**config.mk**
```make
export PLATFORM = sky130hd
export DESIGN_NAME = instr_cycle_sequencer
export DESIGN_NICKNAME = d
export VERILOG_FILES = /design/src/rtl/instr_cycle_sequencer.sv
export SDC_FILE = /design/constraint.sdc
export NUM_CORES = 1
export LEC_CHECK = 0
export ABC_AREA = 1
export CORE_ASPECT_RATIO = 1.1
export CORE_MARGIN = 4
export CORE_UTILIZATION = 40
export DETAILED_ROUTE_END_ITERATION = 8
export GPL_TIMING_DRIVEN = 0
export HOLD_SLACK_MARGIN = 0.08
export MAX_ROUTING_LAYER = met4
export PLACE_DENSITY_LB_ADDON = 0.05
export SLEW_MARGIN = 10
export SYNTH_ARGS = -nofsm -noshare
export SYNTH_HDL_FRONTEND = slang
export SYNTH_SLANG_ARGS = --single-unit
```
**constraint.sdc**
```tcl
create_clock -name clk -period 3.75 [get_ports clk]
set_clock_uncertainty 0.1 [all_clocks]
set_input_delay 0.75 -clock clk [delete_from_list [all_inputs] [get_ports clk]]
set_output_delay 0.75 -clock clk [all_outputs]
set_load 0.02 [all_outputs]
```
**src/rtl/instr_cycle_sequencer.sv**
```systemverilog
// rtl/instr_cycle_sequencer.sv - multi-cycle FETCH/DECODE/EXEC/MEM/WB sequencer for KGPminiRISC
//
// Purpose: steps each instruction through its cycles and turns the control
// unit's level-valued decode signals into per-cycle enables.
// Ports:
//   clk, rst                 clock, synchronous active-high reset
//   start                    leave IDLE and begin fetching
//   opcode                   IR opcode field (HALT_OP halts)
//   regWrite_in .. branch_in control unit decode levels
//   mem_ready                memory completes the current access this cycle
//   pc_write, ir_write       one-cycle PC / IR load enables
//   reg_write                register-file write enable
//   mem_read, mem_write      memory requests, mem_ifetch marks a fetch
//   busy, halted, fault      status; state is the raw state encoding
//   retired                  retired-instruction count (SEQ_RETIRE_CNT_EN only)
// Optional feature macro: SEQ_RETIRE_CNT_EN

module instr_cycle_sequencer #(
    parameter int         MEM_TIMEOUT = 15,
    parameter logic [5:0] HALT_OP     = 6'b111111,
    parameter int         CNT_W       = 32
) (
    input  logic             clk,
    input  logic             rst,
    input  logic             start,
    input  logic [5:0]       opcode,
    input  logic             regWrite_in,
    input  logic             memRead_in,
    input  logic             memWrite_in,
    input  logic             branch_in,
    input  logic             mem_ready,
    output logic             pc_write,
    output logic             ir_write,
    output logic             reg_write,
    output logic             mem_read,
    output logic             mem_write,
    output logic             mem_ifetch,
    output logic             busy,
    output logic             halted,
    output logic             fault,
    output logic [2:0]       state
`ifdef SEQ_RETIRE_CNT_EN
    ,
    output logic [CNT_W-1:0] retired
`endif
);

    typedef enum logic [2:0] {
        S_IDLE   = 3'd0,
        S_FETCH  = 3'd1,
        S_DECODE = 3'd2,
        S_EXEC   = 3'd3,
        S_MEM    = 3'd4,
        S_WB     = 3'd5,
        S_HALT   = 3'd6,
        S_ERR    = 3'd7
    } state_t;

    localparam int TW = (MEM_TIMEOUT > 0) ? $clog2(MEM_TIMEOUT + 1) : 1;
    localparam logic [TW-1:0] TMO     = TW'(MEM_TIMEOUT);
    localparam logic [TW-1:0] TMO_MAX = {TW{1'b1}};

    state_t        state_q, state_d;
    logic [TW-1:0] tmo_cnt_q, tmo_cnt_d;
    logic [TW-1:0] tmo_inc;
    logic          waiting;
    logic          timed_out;

    // branch_in is informational only: the datapath picks the PC source.
    logic unused_branch;
    assign unused_branch = branch_in;

    always_ff @(posedge clk) begin
        if (rst) begin
            state_q   <= S_IDLE;
            tmo_cnt_q <= '0;
        end else begin
            state_q   <= state_d;
            tmo_cnt_q <= tmo_cnt_d;
        end
    end

    always_comb begin
        state_d    = state_q;
        pc_write   = 1'b0;
        ir_write   = 1'b0;
        reg_write  = 1'b0;
        mem_read   = 1'b0;
        mem_write  = 1'b0;
        mem_ifetch = 1'b0;
        waiting    = 1'b0;

        // Saturating increment; the timeout compares the post-increment
        // value, so the ERR transition happens on the MEM_TIMEOUT-th wait.
        tmo_inc   = (tmo_cnt_q == TMO_MAX) ? tmo_cnt_q : tmo_cnt_q + 1'b1;
        timed_out = (MEM_TIMEOUT > 0) && (tmo_inc == TMO);

        case (state_q)
            S_IDLE: begin
                if (start) state_d = S_FETCH;
            end
            S_FETCH: begin
                mem_read   = 1'b1;
                mem_ifetch = 1'b1;
                if (mem_ready) begin
                    ir_write = 1'b1;
                    state_d  = S_DECODE;
                end else begin
                    waiting = 1'b1;
                    if (timed_out) state_d = S_ERR;
                end
            end
            S_DECODE: begin
                if (opcode == HALT_OP)              state_d = S_HALT;
                else if (memRead_in && memWrite_in) state_d = S_ERR;
                else                                state_d = S_EXEC;
            end
            S_EXEC: begin
                if (memRead_in || memWrite_in) begin
                    state_d = S_MEM;
                end else if (regWrite_in) begin
                    state_d = S_WB;
                end else begin
                    pc_write = 1'b1;
                    state_d  = S_FETCH;
                end
            end
            S_MEM: begin
                mem_read  = memRead_in;
                mem_write = memWrite_in;
                if (mem_ready) begin
                    // Loads retire through WB; anything else retires here.
                    if (memRead_in) begin
                        state_d = S_WB;
                    end else begin
                        pc_write = 1'b1;
                        state_d  = S_FETCH;
                    end
                end else begin
                    waiting = 1'b1;
                    if (timed_out) state_d = S_ERR;
                end
            end
            S_WB: begin
                reg_write = 1'b1;
                pc_write  = 1'b1;
                state_d   = S_FETCH;
            end
            default: begin
                state_d = state_q;
            end
        endcase

        // Any state change clears the counter, which covers every entry
        // into FETCH or MEM; staying put while waiting counts up.
        if (state_d != state_q) tmo_cnt_d = '0;
        else if (waiting)       tmo_cnt_d = tmo_inc;
        else                    tmo_cnt_d = tmo_cnt_q;
    end

    assign busy   = (state_q != S_IDLE) && (state_q != S_HALT) && (state_q != S_ERR);
    assign halted = (state_q == S_HALT);
    assign fault  = (state_q == S_ERR);
    assign state  = state_q;

`ifdef SEQ_RETIRE_CNT_EN
    logic [CNT_W-1:0] retired_q, retired_d;

    always_comb begin
        retired_d = pc_write ? retired_q + 1'b1 : retired_q;
    end

    always_ff @(posedge clk) begin
        if (rst) retired_q <= '0;
        else     retired_q <= retired_d;
    end

    assign retired = retired_q;
`endif

endmodule

```
==> impl_metrics.tcl <==
set metrics [dict create \
    status "finished clean" \
    cts_buffers 3 \
    cts_htree_levels 1 \
    arrival_ps 2630 \
    ys_seq_area_share_pct 18.8 \
    hold_viol_final 0 \
    place_worst_setup_slack_ps 283 \
    synth_top_family_by_area "simple AND/OR/NAND/NOR gates" \
    synthAdderAreaFrac_pct 1.68 \
    drc 0 \
    cts_resized 0 \
    clk-insertion-delay-late_ps 250 \
    maxCapViolations 0 \
    core_area_sq_um 1780 \
    clkTransAtPathRegs_ps 50 \
    initialDrtViolationCount 3 \
    via_per_inst 4.74 \
    end_kind "output pin" \
    critPathMaxStageDelay_ps 620 \
    grt_max_degree 10 \
    synth.distinct_cells 28 \
    period_needed_ps 3480 \
    hold_path_end "tmo_cnt_q[3]" \
    yosysTopAreaCell "dfxtp_1" \
    ys_ff_latch 7 \
    layout_commonest_cell "nand2_1" \
    fp.dieW_microns 49.1 \
    drt-wirelength-per-cell_microns 9.99 \
    hold_path_depth 2 \
    total_power_mw 0.429 \
    final_cell_mix "29 x nand2_1, 24 x clkdlybuf4s50_1, 18 x inv_1, 11 x nor2_1, 8 x o21ai_0" \
    wirelength_mm 1.66 \
    diodes 0 \
    antenna_found_initial 0 \
    synth_area_leaders "dfxtp_1 19%, nand2_1 15%, inv_1 9.1%, nand2_2 5.9%, nor2_1 5.5%" \
    grt_usage_pct 14.3 \
    tightest_slew_ps 364 \
    synth_flop_cell "dfxtp_1" \
    area_growth_pct 38.8 \
    num_io_pins 26 \
    synth_edf_count 0 \
    path_max_fanout 4 \
    power_density_nw_per_um2 415 \
    leakage_nw 0.437 \
    cts_buffer_depth 2 \
    vias 787 \
    drive_above_1_share_pct 20.9 \
    min_period_over_period_pct 92.7 \
    io_buffer_count 24 \
    setup_ws_ps 273 \
    crit_top_cell "clkdlybuf4s50_1" \
    crit_path_start_kind "input port" \
    fmax_mhz 288 \
    syn-num-nets 135 \
    postCtsSetupBuffers 0 \
    final_nets 164 \
    rrSetupSlack_ps 1940 \
    synth_cells 120 \
    die-area_sq_um 2620 \
    start_util_pct 41.8 \
    die-height_microns 53.2 \
    synthMuxAreaShare_pct 0 \
    clock-root-buffer "clkbuf_4" \
    grt_setup_unrepaired "false" \
    rows 16 \
    crit_type "input port to output pin" \
    tritoncts "built" \
    fin_tns_setup_ps 0 \
    hold_path_startpoint "tmo_cnt_q[3]" \
    timing.rr.end "tmo_cnt_q[1]" \
    yosys.area_share.simple_pct 50.9 \
    ys.warnings.count 0 \
    maxSlewHeadroom_pct 75.6 \
    drtAntennaViolNets 0 \
    drt_pass1_iterations 4 \
    worstRegToRegCells 13 \
    first_global_vias 742 \
    async_flop_share_pct 0 \
    worst_hold_path_type "register to register" \
    dp_hpwl_mm 1.44 \
    yosys.area_share.xor_xnor_pct 0 \
    crit_chain "clkdlybuf4s50_1 > nor3_1 > o21ai_0 > a21oi_2 > nand2_2 > o2bb2ai_1 > clkdlybuf4s50_1" \
    crit_required_ps 2900 \
    synth_top_area_share_pct 18.8 \
    setup-violations-final 0 \
    synth_compound_area_share_pct 16.0 \
    grt_pass1_wl_mm 2.86 \
    grt_overflow 0 \
    critPathSlowestCell "clkdlybuf4s50_1" \
    clock_sinks 7 \
    ir_drop_mv 0.320 \
    worstReg2RegStart "tmo_cnt_q[0]" \
    syn_area_per_cell_sq_um 6.20 \
    syn_area_sq_um 744 \
    gp_congestion 0.848 \
    holdBufCountCts 0 \
    slew_viol_final 0 \
]
[cell usage after synthesis (2+ instances only)]
cell     number
o21ai_2       2
nor3_2        4
nand2_2       7
nor3_1        3
nand3_2       2
o21ai_0       8
nor2_2        4
nand3_1       5
a21oi_1       3
inv_1        18
nand2_1      29
dfxtp_1       7
inv_2         3
nor2_1       11
[cell type report]
type / instances / area (sq um)
fillers: 191 / 748
multi-input cells: 90 / 510
repair buffers: 24 / 240
flip-flops and latches: 7 / 140
inverters: 22 / 82.6
clock buffers: 4 / 26.3
well taps: 18 / 22.5
plain buffers: 1 / 11.3
[kinds of logic (layout without fill, tap and decap cells)]
kind of cell	after synthesis	count (layout)
AO/OA/AOI/OAI	18	18
flip-flops	7	7
buffers and inverters	23	51
adder cells (fa/ha/maj)	1	1
AND/OR/NAND/NOR	71	71
[worst max-delay path: cells and delay by family]
kind,cells,cell delay (ps)
buf+inv,2,1080
compound gates,3,440
simple gates,2,360
[where the power goes]
group | internal, mW | switching (mW) | leakage [nW]
clock network | 0.0404 | 0.0250 | 0.0150
logic | 0.112 | 0.157 | 0.365
registers | 0.0832 | 0.0119 | 0.0568
[through the flow]
step	hold WS, ps	cell area (sq um)	utilization [%]	std cells
finish	515	1030	58.0	166
global route	551	1030	58.0	166
CTS	520	1030	58.0	166
detailed placement	508	1010	56.5	162
global placement	517	1010	56.5	162
floorplan	468	744	-	120
[flip-flops by register name, indices dropped and copies added (netlist names)]
name,cells
tmo_cnt_q,4
state,3
[how the worst max path moves through the flow]
stage | startpoint | end | slack (ps) | depth (start not counted)
3_5_place_dp | memRead_in | pc_write | 280 | 7
2_1_floorplan | memRead_in | pc_write | 1250 | 5
5_1_grt | memRead_in | pc_write | 100 | 7
3_3_place_gp | memRead_in | pc_write | 270 | 7
4_1_cts | memRead_in | pc_write | 260 | 7
6_report | memRead_in | pc_write | 270 | 7
[metal layers]
layer	global-route usage (%)	vias up	wire length [microns]	part of all wire (%)
met4	0	0	0	0
met2	27.9	16	890	54
met5	-	-	0	0
li1	-	437	-	-
met1	14.7	334	691	42
met3	5.07	0	76	4.6
Note: power is estimated with default switching activity, not from simulation.
